===== src/rtl/npu_ve_lane_arbiter.sv =====
// Lane arbiter for the stream vector engine: shares the 16-lane datapath between NN post-processing and RVV.
// Optional macro NPU_VE_ARB_STRAY_CHK_EN adds the sticky stray-beat error output err_o.
module npu_ve_lane_arbiter #(
  parameter int CMD_ID_W = 8,
  parameter int LEN_W    = 8,
  parameter int LANE_LAT = 4
) (
  input  logic                clk,
  input  logic                reset_n,
  input  logic                nn_cmd_vld_i,
  output logic                nn_cmd_rdy_o,
  input  logic [CMD_ID_W-1:0] nn_cmd_id_i,
  input  logic [LEN_W-1:0]    nn_cmd_len_i,
  input  logic                nn_post_vld_i,
  input  logic                rvv_req_vld_i,
  output logic                rvv_req_rdy_o,
  input  logic [LEN_W-1:0]    rvv_req_len_i,
  output logic                rvv_gnt_o,
  input  logic                rvv_beat_vld_i,
  output logic                lane_sel_nn_o,
  output logic                lane_in_vld_o,
  output logic                nn_cmd_done_o,
  output logic [CMD_ID_W-1:0] nn_cmd_id_done_o,
  output logic                rvv_done_o
`ifdef NPU_VE_ARB_STRAY_CHK_EN
  , output logic              err_o
`endif
);

  typedef enum logic [2:0] {IDLE, NN, RVV, DRAIN, DONE} state_t;

  localparam bit         LAT_ZERO   = (LANE_LAT == 0);
  localparam logic [3:0] DRAIN_INIT = LAT_ZERO ? 4'd0 : 4'(LANE_LAT - 1);

  state_t                state;
  logic [LEN_W-1:0]      rem;
  logic [CMD_ID_W-1:0]   id_q;
  logic                  owner_nn;
  logic                  last_nn;
  logic                  sel_q;
  logic [3:0]            drain_cnt;
  logic                  nn_win;
  logic                  beat;
  logic                  last_beat;
  logic                  to_done;
  logic                  stray;

  always_comb begin
    // NN wins a tie unless it was the last one served.
    nn_win        = nn_cmd_vld_i & (~rvv_req_vld_i | ~last_nn);
    nn_cmd_rdy_o  = (state == IDLE) & nn_win;
    rvv_req_rdy_o = (state == IDLE) & rvv_req_vld_i & ~nn_win;
    beat          = ((state == NN) & nn_post_vld_i) | ((state == RVV) & rvv_beat_vld_i);
    last_beat     = beat & (rem == '0);
    to_done       = (last_beat & LAT_ZERO) | ((state == DRAIN) & (drain_cnt == '0));
    stray         = (nn_post_vld_i & (state != NN)) | (rvv_beat_vld_i & (state != RVV));
    lane_in_vld_o = beat;
    rvv_gnt_o     = (state == RVV);
    case (state)
      NN:      lane_sel_nn_o = 1'b1;
      RVV:     lane_sel_nn_o = 1'b0;
      default: lane_sel_nn_o = sel_q;
    endcase
  end

  always_ff @(posedge clk or negedge reset_n) begin
    if (!reset_n) begin
      state            <= IDLE;
      rem              <= '0;
      id_q             <= '0;
      owner_nn         <= 1'b0;
      last_nn          <= 1'b0;
      sel_q            <= 1'b0;
      drain_cnt        <= '0;
      nn_cmd_done_o    <= 1'b0;
      nn_cmd_id_done_o <= '0;
      rvv_done_o       <= 1'b0;
    end else begin
      nn_cmd_done_o <= to_done & owner_nn;
      rvv_done_o    <= to_done & ~owner_nn;
      if (to_done && owner_nn) nn_cmd_id_done_o <= id_q;
      case (state)
        IDLE: begin
          if (nn_cmd_rdy_o) begin
            id_q     <= nn_cmd_id_i;
            rem      <= nn_cmd_len_i;
            owner_nn <= 1'b1;
            last_nn  <= 1'b1;
            state    <= NN;
          end else if (rvv_req_rdy_o) begin
            rem      <= rvv_req_len_i;
            owner_nn <= 1'b0;
            last_nn  <= 1'b0;
            state    <= RVV;
          end
        end
        NN, RVV: begin
          sel_q <= (state == NN);
          if (last_beat) begin
            drain_cnt <= DRAIN_INIT;
            state     <= LAT_ZERO ? DONE : DRAIN;
          end else if (beat) begin
            rem <= rem - 1'b1;
          end
        end
        DRAIN: begin
          if (drain_cnt == '0) state <= DONE;
          else                 drain_cnt <= drain_cnt - 1'b1;
        end
        DONE:    state <= IDLE;
        default: state <= IDLE;
      endcase
    end
  end

`ifdef NPU_VE_ARB_STRAY_CHK_EN
  always_ff @(posedge clk or negedge reset_n) begin
    if (!reset_n)   err_o <= 1'b0;
    else if (stray) err_o <= 1'b1;
  end
`endif

endmodule


===== config.mk =====
export PLATFORM = sky130hd
export DESIGN_NAME = npu_ve_lane_arbiter
export DESIGN_NICKNAME = d
export VERILOG_FILES = /design/src/rtl/npu_ve_lane_arbiter.sv
export SDC_FILE = /design/constraint.sdc
export NUM_CORES = 1
export LEC_CHECK = 0
export CAP_MARGIN = 10
export CORE_MARGIN = 3
export CORE_UTILIZATION = 50
export CTS_BUF_LIST = sky130_fd_sc_hd__clkbuf_8
export DETAILED_ROUTE_END_ITERATION = 16
export GPL_TIMING_DRIVEN = 0
export PLACE_DENSITY = 0.77
export SYNTH_ARGS = -nofsm -noshare
export SYNTH_HDL_FRONTEND = slang
export SYNTH_SLANG_ARGS = --single-unit
export TNS_END_PERCENT = 50

===== constraint.sdc =====
create_clock -name clk -period 2.1 [get_ports clk]
set_input_delay 0.21 -clock clk [delete_from_list [all_inputs] [get_ports clk]]
set_output_delay 0.21 -clock clk [all_outputs]
set_load 0.02 [all_outputs]

==> flow_results.xml <==
<?xml version="1.0" encoding="UTF-8"?>
<metrics>
  <group name="status">
    <metric name="outcome" unit="">finished, violations left</metric>
    <metric name="failed_checks" unit="">negative hold slack</metric>
  </group>
  <group name="sta">
    <metric name="setup_repair_after_global_routing_missed_its_margin" unit="">no</metric>
    <metric name="finalWorstPathRequiredPeriod" unit="ns">1.944</metric>
    <metric name="max-slew-margin-rel" unit="">0.4839</metric>
    <metric name="max_slew.worst_pin.slew" unit="ns">0.7741</metric>
    <metric name="achievable-frequency" unit="GHz">0.5144</metric>
    <metric name="final.hold.worst_slack" unit="ns">-0.001821</metric>
    <metric name="setup_viol_count_final" unit="">0</metric>
    <metric name="finalCritPeriodShare" unit="">0.9257</metric>
    <metric name="endpoints_failing_hold" unit="">2</metric>
    <metric name="clock-skew-final" unit="ns">0.002248</metric>
    <metric name="drv_slew" unit="">0</metric>
  </group>
  <group name="global_routing">
    <metric name="grt_first_pass_wirelength" unit="µm">7348</metric>
    <metric name="globalRoute.totalOverflow" unit="">0</metric>
    <metric name="grt_pass1_vias" unit="">1622</metric>
    <metric name="initial_antenna_violation_count" unit="">0</metric>
    <metric name="grt_start_max_net_pins" unit="">36</metric>
    <metric name="total_global_route_track_usage" unit="">0.2127</metric>
  </group>
  <group name="pwr">
    <metric name="total_switching_power" unit="µW">1496</metric>
    <metric name="p_leak" unit="µW">0.001180</metric>
    <metric name="total_power_draw" unit="µW">3553</metric>
    <metric name="power_density" unit="mW/mm²">1411</metric>
    <metric name="vdd_drop_max" unit="µV">702.5</metric>
    <metric name="power.share.switching" unit="">0.4209</metric>
    <metric name="pwr-share-seq" unit="">0.330</metric>
    <metric name="combPwrFrac" unit="">0.539</metric>
    <metric name="internal_power" unit="µW">2058</metric>
    <metric name="power_frac_clock" unit="">0.131</metric>
  </group>
  <group name="synth">
    <metric name="yosys.cell_types.count" unit="">49</metric>
    <metric name="synth_nets" unit="">226</metric>
    <metric name="synth_seq_cells" unit="">35</metric>
    <metric name="synthMostInstantiatedCell" unit="">dfrtp_1</metric>
    <metric name="ys_async_sr_fraction" unit="">1.000</metric>
    <metric name="syn_inst" unit="">192</metric>
    <metric name="ys_top_cells_by_count" unit="">dfrtp_1 (35), nand2_1 (32), a21oi_1 (16), nor2_1 (13), nor3_1 (10)</metric>
    <metric name="synth.top_cells.by_area" unit="">dfrtp_1 (46%), nand2_1 (6.3%), mux2_1 (4.7%)</metric>
    <metric name="synth.avg_cell_area" unit="µm²">10.01</metric>
    <metric name="synth_top_flop_cell" unit="">dfrtp_1</metric>
    <metric name="yosys.area.top_type" unit="">dfrtp_1</metric>
    <metric name="share_of_the_synthesized_area_in_the_top_cell_type" unit="">0.4557</metric>
    <metric name="syn_area" unit="mm²">0.001922</metric>
    <metric name="synth_sequential_area_ratio" unit="">0.4557</metric>
    <metric name="ys_warn_count" unit="">0</metric>
    <metric name="synth-edff-count" unit="">0</metric>
  </group>
  <group name="cts">
    <metric name="cts_root_buffer" unit="">clkbuf_8</metric>
    <metric name="clk_latency" unit="ns">0.28</metric>
    <metric name="cts.htree.levels" unit="">2</metric>
    <metric name="clkTransAtPathRegs" unit="ns">0.07</metric>
    <metric name="numCtsBuffers" unit="">5</metric>
    <metric name="numClockSinks" unit="">35</metric>
    <metric name="ctsHoldBuffers" unit="">0</metric>
    <metric name="cts_tree" unit="">built</metric>
    <metric name="cts_buffer_depth" unit="">2</metric>
  </group>
  <group name="place">
    <metric name="place_area" unit="mm²">0.002415</metric>
    <metric name="dpl.hpwl" unit="µm">3201</metric>
    <metric name="gp_routability_congestion" unit="">0.8646</metric>
    <metric name="numPortBuffers" unit="">44</metric>
  </group>
  <group name="detailed_routing">
    <metric name="via_per_inst" unit="">5.550</metric>
    <metric name="post_drt_wl_per_cell" unit="µm">15.05</metric>
    <metric name="wirelength" unit="µm">4381</metric>
    <metric name="num_vias" unit="">1615</metric>
    <metric name="drt_first_iter_violations" unit="">68</metric>
    <metric name="route.detailed.drc" unit="">0</metric>
    <metric name="drt_first_pass_iters" unit="">4</metric>
    <metric name="detail-route-antenna-nets" unit="">0</metric>
  </group>
  <group name="worst_setup_path">
    <metric name="critPathMaxFanout" unit="">4</metric>
    <metric name="required" unit="ns">2.27</metric>
    <metric name="cell_type_of_the_slowest_stage_on_the_worst_timing_path" unit="">a2111oi_2</metric>
    <metric name="worstSetupEndpointType" unit="">flop</metric>
    <metric name="register_to_register_setup_slack" unit="ns">0.16</metric>
    <metric name="critical_path.max_stage_delay" unit="ns">0.58</metric>
    <metric name="cp_data_arrival_time" unit="ns">2.11</metric>
    <metric name="critical_path.startpoint_type" unit="">flop</metric>
    <metric name="path_class" unit="">reg -&gt; reg</metric>
    <metric name="timing.critical_path.cells" unit="">nor3_2, nand4b_2, a2111oi_2, mux2_4</metric>
    <metric name="number_of_buffers_and_inverters_on_the_critical_path" unit="">0</metric>
    <metric name="critical_path.top_delay_family" unit="">compound AO/OA/AOI/OAI gates</metric>
  </group>
  <group name="worst_hold_path">
    <metric name="hp-class" unit="">in -&gt; async</metric>
  </group>
  <group name="job">
    <metric name="drv.max_cap_violation_count" unit="">0</metric>
  </group>
  <group name="layout">
    <metric name="nets" unit="">278</metric>
    <metric name="final.fill_count" unit="">268</metric>
    <metric name="diodes" unit="">0</metric>
    <metric name="syn_to_final_growth" unit="%">31.05</metric>
    <metric name="drive_above_1_share" unit="">0.1469</metric>
    <metric name="stdcell_area" unit="mm²">0.002519</metric>
  </group>
  <group name="die">
    <metric name="floorplan.die_area" unit="mm²">0.004623</metric>
    <metric name="die_outline_height" unit="µm">68.00</metric>
    <metric name="die-width" unit="µm">68.00</metric>
    <metric name="core_area" unit="mm²">0.003521</metric>
    <metric name="initial_core_util" unit="">0.5458</metric>
    <metric name="floorplan.io_pins" unit="">45</metric>
    <metric name="core.rowCount" unit="">21</metric>
  </group>
</metrics>
==> cells in the final DEF (no fill, tap or decap), types with 4 or more instances in the layout <==
cell / n
dfrtp_1: 35
nand2_1: 32
a21oi_1: 16
buf_4: 4
inv_1: 6
clkbuf_8: 5
nor3_1: 10
a21o_1: 4
ha_1: 4
mux2_1: 8
clkdlybuf4s50_1: 39
nor2_1: 13
==> final timing paths <==
| check | from | endpoint | cells past startpoint |
|---|---|---|---|
| setup / recovery | rem[5]$_DFFE_PN0P_ | state[1]$_DFFE_PN0P_ | 4 |
| hold / removal | reset_n | sel_q$_DFFE_PN0N_ | 1 |
| setup reg to reg | rem[5]$_DFFE_PN0P_ | state[1]$_DFFE_PN0P_ | 4 |
| hold reg to reg | id_q[6]$_DFFE_PN0P_ | id_q[6]$_DFFE_PN0P_ | 2 |
| max in group asynchronous | reset_n | nn_cmd_id_done_o[4]$_DFFE_PN0P_ | 1 |
| min in group clk | nn_cmd_id_i[7] | id_q[7]$_DFFE_PN0P_ | 3 |
==> repair_timing <==
item | 4_1_cts | 5_1_grt
pin swaps | 1 | 0
resized for setup | 3 | 6
endpoints found under the hold margin | 0 | 0
buffers inserted | 1 | 0
endpoints found under the setup margin | 1 | 4
==> final cells by class <==
| class | count | area [µm²] | area share |
|---|---|---|---|
| buffer | 8 | 56.30 | 0.02235 |
| sequential | 35 | 875.8 | 0.3477 |
| multi-input combinational | 141 | 965.9 | 0.3835 |
| tap | 46 | 57.56 | 0.02285 |
| clock inverter | 3 | 16.27 | 0.006458 |
| timing repair buffer | 45 | 445.4 | 0.1769 |
| inverter | 8 | 32.53 | 0.01292 |
| clock buffer | 5 | 68.82 | 0.02732 |
==> state kept, by name (all words and copies together), names as in the netlist <==
register	flops
id_q	8
nn_cmd_id_done_o	8
rem	8
drain_cnt	4
state	3
last_nn	1
nn_cmd_done_o	1
rvv_done_o	1
sel_q	1
==> routing by layer <==
metal | vias up | track usage | part of all wire
li1 | 784 | - | -
met1 | 767 | 0.2792 | 0.44
met2 | 55 | 0.3538 | 0.49
met3 | 9 | 0.05419 | 0.057
met4 | 0 | 0.04715 | 0.013
met5 | - | 0 | 0
==> logic make-up after synthesis <==
logic type                 synth area share
DFF                                  0.4557
muxes                               0.06575
and+or+nand+nor                      0.2246
AOI/OAI and AO/OA                    0.1784
buffers and inverters               0.04492
adders and majority gates           0.02604
xor gates and xnor gates           0.004558
==> per-stage QoR <==
| stage | TNS [ns] | util | std cells | setup slack [ns] |
|---|---|---|---|---|
| 5_1_grt | 0 | 0.7154 | 291 | 0.02502 |
| 2_1_floorplan | 0 | - | 192 | 0.3501 |
| 4_1_cts | 0 | 0.7125 | 291 | 0.004200 |
| 6_report | 0 | 0.7154 | 291 | 0.1560 |
| 3_5_place_dp | -0.2958 | 0.6859 | 282 | -0.2958 |
| 3_3_place_gp | -0.2951 | 0.6873 | 282 | -0.2951 |
==> power groups by stage <==
stage	clock, µW	sequential [µW]	combinational, µW
floorplan	0	1180	1350
detailed placement	0	1180	1900
CTS	479	1170	1910
finish	465	1170	1920
global placement	0	1170	1830
global route	506	1220	2120
No activity file was read; power rests on OpenSTA's default activity.
==> RTL edit 1, RTL diff (config.mk and constraints unchanged) <==
Add a define of `NPU_VE_ARB_STRAY_CHK_EN`.
--- a/src/rtl/npu_ve_lane_arbiter.sv
+++ b/src/rtl/npu_ve_lane_arbiter.sv
@@ -1,4 +1,6 @@
 // Lane arbiter for the stream vector engine: shares the 16-lane datapath between NN post-processing and RVV.
 // Optional macro NPU_VE_ARB_STRAY_CHK_EN adds the sticky stray-beat error output err_o.
+`define NPU_VE_ARB_STRAY_CHK_EN
+
 module npu_ve_lane_arbiter #(
   parameter int CMD_ID_W = 8,
Function (old outputs only; new: err_o): kept (equiv_simple and equiv_induct, registers matched by name and starting in step).
==> RTL edit 1 against the unedited design <==
Count of clock-buffer cells in the layout rose by 1; synthesized area is essentially flat; synthesized cell count up 4.7%; global-route usage shrank 1.8 points; final cell count increased by 4.5%; total power is essentially flat; sequential cell count up 1; routed wire length shrank 6.0%; maximum frequency fell by 4.0%; setup slack got worse by 0.081 ns; design area increased by 1.7%; highest routed layer unchanged; the flow still finishes with violations (negative hold slack); critical path depth fell by 1.
==> RTL edit 1: results (changes against the unedited design) <==
[sta]
slew_headroom_pct=48.0  ; was 48.4%
hold_viol_final=6  ; was 2
skew_ns=0.00664  ; was 0.00225 ns
hold_ws_ns=-0.0183  ; was -0.00182 ns
min_period_ns=2.03  ; was 1.94 ns

[critical_path]
r2r_start=rem[2]$_DFFE_PN0P_  ; was rem[5]$_DFFE_PN0P_
worst-endpoint-arrival_ns=1.82  ; was 2.11 ns
critical_path.max_stage_delay_ns=0.63  ; was 0.58 ns
slowest_stage=clkdlybuf4s50_1  ; was a2111oi_2

[route]
vias=1650  ; was 1615
drt_iter0_markers=76  ; was 68

[logic_synthesis]
syn_inst=201  ; was 192
synth_area_leaders=dfrtp_1 (47%), nand2_1 (8.4%), a21oi_1 (4.2%), mux2_2 (4.1%), ha_1 (2.6%)  ; was dfrtp_1 (46%), nand2_1 (6.3%), mux2_1 (4.7%), a21oi_1 (4.2%), ha_1 (2.6%)
ys_seq_area_share_pct=46.8  ; was 45.6%
synth_nets=235  ; was 226

[power]
powerComb_w=0.00188  ; was 0.00192 W
p_switching_w=0.00149  ; was 0.00150 W
ir_worst_vdd_mv=0.752  ; was 0.702 mV

[global_route]
grt_pass1_wl_um=6710  ; was 7350 µm
grt_max_degree=37  ; was 36

[place]
io_buffers=45  ; was 44
gp_congestion=0.875  ; was 0.865
place_ws_ns=-0.504  ; was -0.296 ns

[run_status]
violations=negative hold slack  ; unchanged
outcome=finished, violations left  ; unchanged

==> RTL edit 1: changes by cell type after synthesis, sizes merged, moves of 3 or more <==
cell    delta
o31ai      -4
nor3       -3
nand3b     -3
a32oi      -3
nand3      +5
nand2     +10
inv        +3
==> RTL edit 1: how the worst max path moves through the flow <==
stage,start,endpoint,depth (start not counted)
5_1_grt,rem[2]$_DFFE_PN0P_,rem[6]$_DFFE_PN0P_,5
2_1_floorplan,state[1]$_DFFE_PN0P_,rem[6]$_DFFE_PN0P_,5
3_3_place_gp,nn_cmd_vld_i,nn_cmd_rdy_o,6
6_report,state[2]$_DFFE_PN0P_,rvv_gnt_o,3
4_1_cts,state[0]$_DFFE_PN0P_,nn_cmd_rdy_o,6
3_5_place_dp,nn_cmd_vld_i,nn_cmd_rdy_o,6
==> RTL edit 1: logic make-up after synthesis <==
kind of cell	synth area share (%)
AOI/OAI and AO/OA	18.3
xor gates and xnor gates	0.911
adders and majority gates	2.60
buffers and inverters	3.90
DFF	46.8
muxes	6.25
and+or+nand+nor	21.1
==> RTL edit 1: timing repair <==
item / in CTS / in global routing
gates cloned: 0 / 0
setup buffers: 1 / 3
pin swaps: 1 / 1
resized for setup: 9 / 2
endpoints found under the setup margin: 4 / 11
==> RTL edit 1: cell type report <==
| class | count | area [µm²] |
|---|---|---|
| fill | 281 | 960 |
| sequential | 36 | 901 |
| buffer | 6 | 40.0 |
| inverter | 11 | 41.3 |
| clock buffer | 6 | 82.6 |
| tap | 46 | 57.6 |
| timing repair buffer | 49 | 473 |
| clock inverter | 2 | 11.3 |
| multi-input combinational | 148 | 955 |
==> RTL edit 1: layer usage <==
layer / up-vias / share of wire [%]
li1: 813 / -
met1: 784 / 45
met2: 47 / 47
met3: 6 / 6.2
met4: 0 / 1.4
met5: - / 0
==> RTL edit 2, RTL diff (config.mk and constraints unchanged) <==
Made on the original files. Re-encode `state_t` (5 states) as one-hot, 5 bits wide.
--- a/src/rtl/npu_ve_lane_arbiter.sv
+++ b/src/rtl/npu_ve_lane_arbiter.sv
@@ -28,5 +28,5 @@
 );
 
-  typedef enum logic [2:0] {IDLE, NN, RVV, DRAIN, DONE} state_t;
+  typedef enum logic [4:0] {IDLE = 5'b00001, NN = 5'b00010, RVV = 5'b00100, DRAIN = 5'b01000, DONE = 5'b10000} state_t;
 
   localparam bit         LAT_ZERO   = (LANE_LAT == 0);
Check against the original RTL: same outputs for any inputs over 10 cycles, from zero or initial values and one cycle with reset_n low; not proved beyond that.
==> RTL edit 2 against the unedited design <==
Sequential cell count up 2; setup slack worse by 0.11 ns; synthesized area down 0.59%; utilization up 1.2 points; total power down 10%; design area up 0.89%; routed wire length down 1.7%; sequential share of layout area up 1.7 points; largest power group unchanged.
==> RTL edit 2: results (changes against the unedited design) <==
[critical_path]
slowest_stage=dfrtp_1  ; was a2111oi_2
r2r_start=state[2]$_DFFE_PN0P_  ; was rem[5]$_DFFE_PN0P_
worst-endpoint-arrival_ns=1.84  ; was 2.11 ns
rrSetupSlack_ns=0.27  ; was 0.16 ns
critical_path.max_stage_delay_ns=0.36  ; was 0.58 ns
r2r_end=rem[0]$_DFFE_PN0P_  ; was state[1]$_DFFE_PN0P_
path_class=flop to output port  ; was flop to flop
crit_end=rvv_req_rdy_o  ; was state[1]$_DFFE_PN0P_
cp_max_fo=8  ; was 4
rr_worst_depth=6  ; was 4

[logic_synthesis]
synth_edf_count=0  ; unchanged
yosys_warnings=0  ; unchanged
synthMuxAreaShare_pct=7.47  ; was 6.58%
netlist-cell-type-count=46  ; was 49
synth_compound_area_share_pct=14.7  ; was 17.8%
synthXorXnorAreaFrac_pct=0.458  ; was 0.456%
synth_area_leaders=dfrtp_1 (47%), nand2_1 (8.1%), mux2_2 (5.9%), nor2_1 (3.1%), ha_1 (2.6%)  ; was dfrtp_1 (46%), nand2_1 (6.3%), mux2_1 (4.7%), a21oi_1 (4.2%), ha_1 (2.6%)
netlist_top_cells_count=nand2_1 (41), dfrtp_1 (36), nor2_1 (16)  ; was dfrtp_1 (35), nand2_1 (32), a21oi_1 (16)
synthAdderAreaFrac_pct=2.62  ; was 2.60%
synth_nets=226  ; unchanged
avgSynthCellArea_um2=9.95  ; was 10.0 µm²
ys_seq_area_share_pct=48.5  ; was 45.6%

[global_route]
grt_max_degree=38  ; was 36
grt_usage_pct=21.7  ; was 21.3%
grt_pass1_wl_um=7430  ; was 7350 µm

[place]
gp_congestion=0.767  ; was 0.865
dpl_cell_area_mm2=0.00240  ; was 0.00241 mm²
dp_hpwl_um=3140  ; was 3200 µm
placed_cells=282  ; unchanged
place_ws_ns=-0.530  ; was -0.296 ns
io_buffers=44  ; unchanged

[sta]
skew_ns=0.00634  ; was 0.00225 ns
fin_crit_sh_pct=97.6  ; was 92.6%
slew_headroom_pct=45.1  ; was 48.4%

[route]
drt_iter0_markers=134  ; was 68
vias_per_cell=5.58  ; was 5.55
vias=1617  ; was 1615
wl_um=4310  ; was 4380 µm
drt_pass1_iterations=4  ; unchanged

[clock_network]
hold_buffers=0  ; unchanged
post_cts_resize_count=13  ; was 3

[power]
powerComb_w=0.00147  ; was 0.00192 W
ir_worst_vdd_mv=0.618  ; was 0.702 mV
seq-power_w=0.00111  ; was 0.00117 W
p_per_area_mw_per_mm2=1260  ; was 1410 mW/mm²
p_int_w=0.00196  ; was 0.00206 W
p_leak_nw=1.18  ; about the same

[hold_path]
hold_class=input port to async pin  ; unchanged

[final_layout]
antenna_cells=0  ; unchanged
drive_above_1_share_pct=17.6  ; was 14.7%
fillers=273  ; was 268

[run_status]
outcome=completed  ; was finished, violations left

==> RTL edit 2: critical path: cells and delay by family, from the launching register on <==
kind	cells	cell delay, ns
and+or+nand+nor	2	0.50
buffers and inverters	2	0.47
DFF	1	0.36
AOI/OAI and AO/OA	1	0.23
==> RTL edit 2: per-layer routing <==
layer | up-vias | GRT usage [%] | wire, µm
met3 | 7 | 4.93 | 238
li1 | 767 | - | -
met5 | - | 0 | 0
met4 | 0 | 6.70 | 62
met1 | 794 | 27.3 | 1840
met2 | 49 | 37.1 | 2160
==> RTL edit 2: cell families (layout without fill, tap and decap cells) <==
logic type               Yosys count  count (layout)
AO/OA/AOI/OAI                     37              37
XOR/XNOR                           1               1
adder cells (fa/ha/maj)            4               4
buffers and inverters             17              69
flip-flops                        37              37
multiplexers                      13              13
AND/OR/NAND/NOR                   83              83
==> RTL edit 2: worst min-delay path by stage <==
stage                                   start                       end  slack (ns)  cells after the start
after floorplan                       reset_n  drain_cnt[0]$_DFFE_PN0P_       -0.09                      0
after global placement    id_q[5]$_DFFE_PN0P_       id_q[5]$_DFFE_PN0P_        0.45                      2
after detailed placement              reset_n  drain_cnt[2]$_DFFE_PN0P_        0.35                      1
after CTS                             reset_n      state[4]$_DFFE_PN0P_        0.03                      1
after global routing                  reset_n  drain_cnt[3]$_DFFE_PN0P_        0.07                      1
final                                 reset_n   nn_cmd_done_o$_DFF_PN0_        0.01                      1
==> RTL edit 2: cell type report <==
class                   count  area, µm²  share of cell area (%)
flip-flops and latches     37        927                    36.5
well taps                  46       57.6                    2.26
repair buffers             45        444                    17.5
clock buffers               5       68.8                    2.71
clock inverters             3       42.5                    1.67
multi-input cells         138        915                    36.0
plain buffers               6       43.8                    1.72
inverters                  10       42.5                    1.67
